===== src/rtl/dm_cache_ctrl.sv =====
// dm_cache_ctrl: direct-mapped, write-back, write-allocate data cache controller
// Ports:
//   clk, rst                       clock, asynchronous active-high reset
//   Addr, DataIn, Rd, Wr           request from the memory-access stage
//   DataOut, Done, Stall           load data, completion, pipeline hold
//   CacheHit, err                  first-lookup hit flag, illegal-condition pulse
//   mem_addr/wdata/req/we          registered backing-memory request (word wide)
//   mem_rdata, mem_done            backing-memory response
module dm_cache_ctrl #(
    parameter int INDEX_BITS = 5
) (
    input  logic        clk,
    input  logic        rst,
    input  logic [15:0] Addr,
    input  logic [15:0] DataIn,
    input  logic        Rd,
    input  logic        Wr,
    output logic [15:0] DataOut,
    output logic        Done,
    output logic        Stall,
    output logic        CacheHit,
    output logic        err,
    output logic [15:0] mem_addr,
    output logic [15:0] mem_wdata,
    output logic        mem_req,
    output logic        mem_we,
    input  logic [15:0] mem_rdata,
    input  logic        mem_done
);
    localparam int TW    = 13 - INDEX_BITS;
    localparam int LINES = 1 << INDEX_BITS;

    typedef enum logic [2:0] {IDLE, LOOKUP, WB, FILL, RELOOK} state_t;

    state_t                  state, state_n;
    logic [1:0]              cnt, cnt_n;
    logic [15:1]             req_addr;
    logic [15:0]             req_data;
    logic                    req_wr;
    logic [LINES-1:0]        valid, dirty;
    logic [TW-1:0]           tag_arr [LINES];
    logic [15:0]             data_arr [LINES][4];
    logic [TW-1:0]           req_tag;
    logic [INDEX_BITS-1:0]   idx;
    logic [1:0]              woff;
    logic                    hit, accept, hit_wr, fill_wr, last;

    assign req_tag = req_addr[15 -: TW];
    assign idx     = req_addr[INDEX_BITS+2:3];
    assign woff    = req_addr[2:1];
    assign hit     = valid[idx] && tag_arr[idx] == req_tag;

    always_comb begin
        state_n  = state;
        cnt_n    = cnt;
        accept   = state == IDLE && (Rd ^ Wr) && !Addr[0];
        CacheHit = state == LOOKUP && hit;
        Done     = CacheHit || state == RELOOK;
        Stall    = accept || (state != IDLE && !Done);
        DataOut  = (Done && !req_wr) ? data_arr[idx][woff] : '0;
        err      = (state == IDLE && (Rd || Wr) && !accept) || (mem_done && !mem_req);
        hit_wr   = Done && req_wr;
        fill_wr  = state == FILL && mem_done;
        last     = mem_done && cnt == 2'd3;
        case (state)
            IDLE:    state_n = accept ? LOOKUP : IDLE;
            LOOKUP: begin
                state_n = hit ? IDLE : (valid[idx] && dirty[idx]) ? WB : FILL;
                cnt_n   = '0;
            end
            WB: begin
                cnt_n   = mem_done ? cnt + 2'd1 : cnt;
                state_n = last ? FILL : WB;
            end
            FILL: begin
                cnt_n   = mem_done ? cnt + 2'd1 : cnt;
                state_n = last ? RELOOK : FILL;
            end
            default: state_n = IDLE;
        endcase
    end

    // Memory request signals are registered from the next state, so the
    // address only moves on the edge entering a transfer or sampling mem_done.
    always_ff @(posedge clk or posedge rst) begin
        if (rst) begin
            state     <= IDLE;
            cnt       <= '0;
            valid     <= '0;
            dirty     <= '0;
            req_addr  <= '0;
            req_data  <= '0;
            req_wr    <= 1'b0;
            mem_req   <= 1'b0;
            mem_we    <= 1'b0;
            mem_addr  <= '0;
            mem_wdata <= '0;
        end else begin
            state   <= state_n;
            cnt     <= cnt_n;
            mem_req <= state_n == WB || state_n == FILL;
            mem_we  <= state_n == WB;
            if (accept) begin
                req_addr <= Addr[15:1];
                req_data <= DataIn;
                req_wr   <= Wr;
            end
            if (hit_wr)
                dirty[idx] <= 1'b1;
            if (fill_wr && last) begin
                valid[idx] <= 1'b1;
                dirty[idx] <= 1'b0;
            end
            if (state_n == WB || state_n == FILL)
                mem_addr <= {state_n == WB ? tag_arr[idx] : req_tag, idx, cnt_n, 1'b0};
            if (state_n == WB)
                mem_wdata <= data_arr[idx][cnt_n];
        end
    end

    // Tag and data storage carry no reset; validity alone qualifies them.
    always_ff @(posedge clk) begin
        if (hit_wr)
            data_arr[idx][woff] <= req_data;
        if (fill_wr)
            data_arr[idx][cnt] <= mem_rdata;
        if (fill_wr && last)
            tag_arr[idx] <= req_tag;
    end
endmodule


===== config.mk =====
export PLATFORM = sky130hd
export DESIGN_NAME = dm_cache_ctrl
export DESIGN_NICKNAME = d
export VERILOG_FILES = /design/src/rtl/dm_cache_ctrl.sv
export SDC_FILE = /design/constraint.sdc
export NUM_CORES = 2
export LEC_CHECK = 0
export ABC_AREA = 1
export CAP_MARGIN = 20
export CORE_UTILIZATION = 45
export DETAILED_ROUTE_END_ITERATION = 12
export DONT_BUFFER_PORTS = 1
export HOLD_SLACK_MARGIN = 0.02
export PLACE_DENSITY = 0.69
export SKIP_LAST_GASP = 1
export SYNTH_ARGS = -nofsm -noshare
export SYNTH_HDL_FRONTEND = slang
export SYNTH_SLANG_ARGS = --single-unit
export TNS_END_PERCENT = 100

===== constraint.sdc =====
create_clock -name clk -period 5.7 [get_ports clk]
set_input_delay 0.855 -clock clk [delete_from_list [all_inputs] [get_ports clk]]
set_output_delay 0.855 -clock clk [all_outputs]
set_load 0.01 [all_outputs]

==> results.json <==
{
  "drt_iter0_markers": 9023,
  "power_mw": 56.83,
  "grt_pass1_wl_mm": 396.2,
  "fp.dieH_um": 459.2,
  "drcViolationCount": 0,
  "seqPwrFrac": 0.401,
  "max_slew_margin": 0.2146,
  "switching_share": 0.3776,
  "rsz0062_at_grt": "yes",
  "clock_sink_count": 2438,
  "detail_route.first_pass.iterations": 7,
  "timing.fmax_mhz": 176.4,
  "fin_worst_skew_ns": 0.03694,
  "grt_max_degree": 113,
  "rows": 167,
  "ir_drop_v": 0.0005145,
  "clockBufferDepth": 3,
  "synthTopCellsByArea": "edfxtp_1 74%, a22oi_1 7.2%, nand2_1 4.7%",
  "worstMarginPinSlew_ns": 1.174,
  "cts_tree": "yes",
  "dr_total_vias": 59640,
  "numCtsBuffers": 222,
  "critPathArrivalTime_ns": 4.82,
  "endpoint_kind": "output port",
  "hold_class": "primary input to register",
  "root_buffer": "clkbuf_16",
  "syn2layout_area_growth_pct": 13.94,
  "slew_violations": 0,
  "place_hpwl_mm": 168.7,
  "p_clk_frac": 0.257,
  "grtUsageTotal": 0.2577,
  "crit_path_start_kind": "register",
  "ys_ff_latch": 2438,
  "initial_core_util": 0.4533,
  "syn_inst": 6559,
  "grt_pass1_vias": 57040,
  "p_int_mw": 35.37,
  "post-route-period-util": 0.9948,
  "htreeDepth": 4,
  "seq_area_frac_synth": 0.7713,
  "io_buffer_count": 0,
  "drt-wirelength-per-cell_um": 28.37,
  "syn_area_um2": 94050,
  "critical_path_class": "register to output port",
  "wl_mm": 276.3,
  "syn_area_per_cell_um2": 14.34,
  "dieWidth_um": 459.2,
  "cp_data_required_time_ns": 4.85,
  "fin_nets": 6810,
  "multi_input_area_um2": 19820,
  "power.leakage_nw": 36.34,
  "power.switching_mw": 21.46,
  "p_comb_frac": 0.342,
  "yosysTopAreaCellShare": 0.7356,
  "path_max_fanout": 42,
  "core-area_um2": 207500,
  "hold_viol_final": 0,
  "finalSetupViolCount": 0,
  "max_cap_viol_count": 0,
  "grt_antenna_before_repair": 19,
  "antenna_left": 0,
  "via_per_inst": 6.125,
  "fin_util": 0.5164,
  "io-pin-count": 107,
  "ys_warn_count": 0,
  "clkTransAtPathRegs_ns": 0.06,
  "yosysUniqueCellTypes": 40,
  "yosysTopAreaCell": "edfxtp_1",
  "die_area_um2": 210800,
  "syn_nets": 6617,
  "fillCellCount": 16590,
  "finalSetupTns_ns": 0,
  "drive_above_1_share": 0.1515,
  "clkLatencyLatePin_ns": 0.88,
  "run_status": "finished, final reports clean",
  "register_area_um2": 72540,
  "period_minus_slack_ns": 5.670,
  "place.gp.congestion": 0.9551,
  "gr-total-overflow": 0,
  "holdWs_ns": 0.09588,
  "power_density_nw_per_um2": 530.4
}
## layer usage
metal  GRT usage  routed length [µm]
met1      0.3579              105100
met2      0.3813              122600
met3     0.07479               36450
met4      0.1033               12010
met5           0                 163
## final cells by class
cell class	instances	share of cell area
diodes	6	0.0001401
clock buffers	285	0.05559
clock inverters	131	0.01047
inverters	201	0.007274
multi-input cells	3516	0.1850
flip-flops and latches	2438	0.6770
well taps	2788	0.03255
repair buffers	373	0.03202
## synth_stat cells
cell type,n
edfxtp_1,2304
nand2_1,1186
a22oi_1,898
a21oi_1,560
clkbuf_1,223
nor2_1,196
o21ai_0,193
inv_1,183
dfrtp_1,134
or2_2,126
buf_2,108
nand3_1,106
a221oi_1,61
buf_1,49
a22o_1,39
nor4_1,32
nand4_1,29
o22ai_1,24
inv_2,15
buf_4,12
buf_6,12
nor3_1,11
o211ai_1,9
a31oi_1,6
nor3_2,6
o21ai_1,6
ha_1,5
nand3b_1,5
nor4b_1,4
clkinv_1,3
nand3_4,3
nand2_4,2
nand3_2,2
and2_1,1
conb_1,1
nand2_2,1
nor2_4,1
nor2_8,1
o21ai_2,1
o32ai_1,1
## stage by stage
step	setup slack [ns]	instance area, µm²	instances
after detailed placement	0.8274	99840	9304
after floorplan	1.262	94050	6559
after CTS	0.01798	107000	9722
final	0.02974	107200	9738
after global routing	-0.1002	107100	9734
after global placement	0.8103	99530	9287
## cells by family after synthesis
family | synth area share
DFF | 0.7713
and+or+nand+nor | 0.07671
buffers and inverters | 0.02702
adders and majority gates | 0.0006652
other | 0.00003987
AOI/OAI and AO/OA | 0.1243
## worst max-delay path: stages (launching register included)
cell	delay, ns
dfrtp_4	0.64
nor2_4	0.43
buf_12	0.33
buf_12	0.28
buf_4	0.29
a22oi_1	0.10
a21oi_1	0.17
or2_2	0.14
nor2_1	0.06
nand3_1	0.45
a22o_1	0.27
a21oi_1	0.05
a21oi_1	0.41
buf_4	0.22
## power by group through the flow
stage | logic (mW) | clock network, mW | registers (mW)
floorplan | 10.1 | 0 | 23.3
global placement | 18.1 | 0 | 23.2
detailed placement | 18.6 | 0 | 23.2
CTS | 18.7 | 14.7 | 22.8
global route | 20.4 | 15.4 | 22.8
finish | 19.4 | 14.6 | 22.8
## repair_timing
action / in CTS / in global routing
buffers inserted: 1 / 0
endpoints found under the hold margin: 45 / 0
gates resized for setup: 0 / 5
gates cloned: 0 / 0
setup endpoints to repair: 4 / 7
hold buffers: 1 / 0
pin swaps: 1 / 0
## path summary, 6_finish.rpt
check,to,slack (ns),from,cells after the start
worst max register to register,data_arr[22][53],0.75,req_addr[3],21
min in group asynchronous,mem_addr[11],0.63,rst,2
worst min register to register,valid[3],0.46,valid[3],2
worst max-delay path,DataOut[5],0.03,req_addr[3],13
worst min-delay path,req_data[13],0.1,DataIn[13],2
max in group asynchronous,dirty[23],3.68,rst,3
## sequential cells by signal (all words and copies together) (netlist names)
signal     cells
cnt            2
tag_arr      256
req_addr      15
state          3
dirty         32
data_arr    2048
mem_req        1
mem_addr      15
mem_we         1
req_wr         1
req_data      16
valid         32
mem_wdata     16
## layout by cell type, fill, tap and decap left out, types with 6 or more instances in the layout
cell type	netlist	routed
clkinvlp_4	0	14
o21ai_1	6	6
a21oi_2	0	130
nor4_1	32	31
clkinv_1	3	55
a31oi_1	6	6
buf_16	0	7
buf_12	0	28
buf_4	12	317
a21oi_1	560	430
clkbuf_8	0	9
clkbuf_1	223	51
o22ai_1	24	24
clkbuf_16	0	226
o211ai_1	9	9
nor3_1	11	10
inv_2	15	14
or2_2	126	126
nor2_1	196	195
nand2_1	1186	1183
nand3_1	106	103
nand4_1	29	29
o21ai_0	193	129
inv_1	183	179
clkinv_2	0	38
a22oi_1	898	897
a22o_1	39	39
buf_8	0	16
dfrtp_1	134	133
a221oi_1	61	61
diode_2	0	6
bufinv_16	0	15
o21ai_2	1	61
edfxtp_1	2304	2304
(Power assumes the default switching activity.)
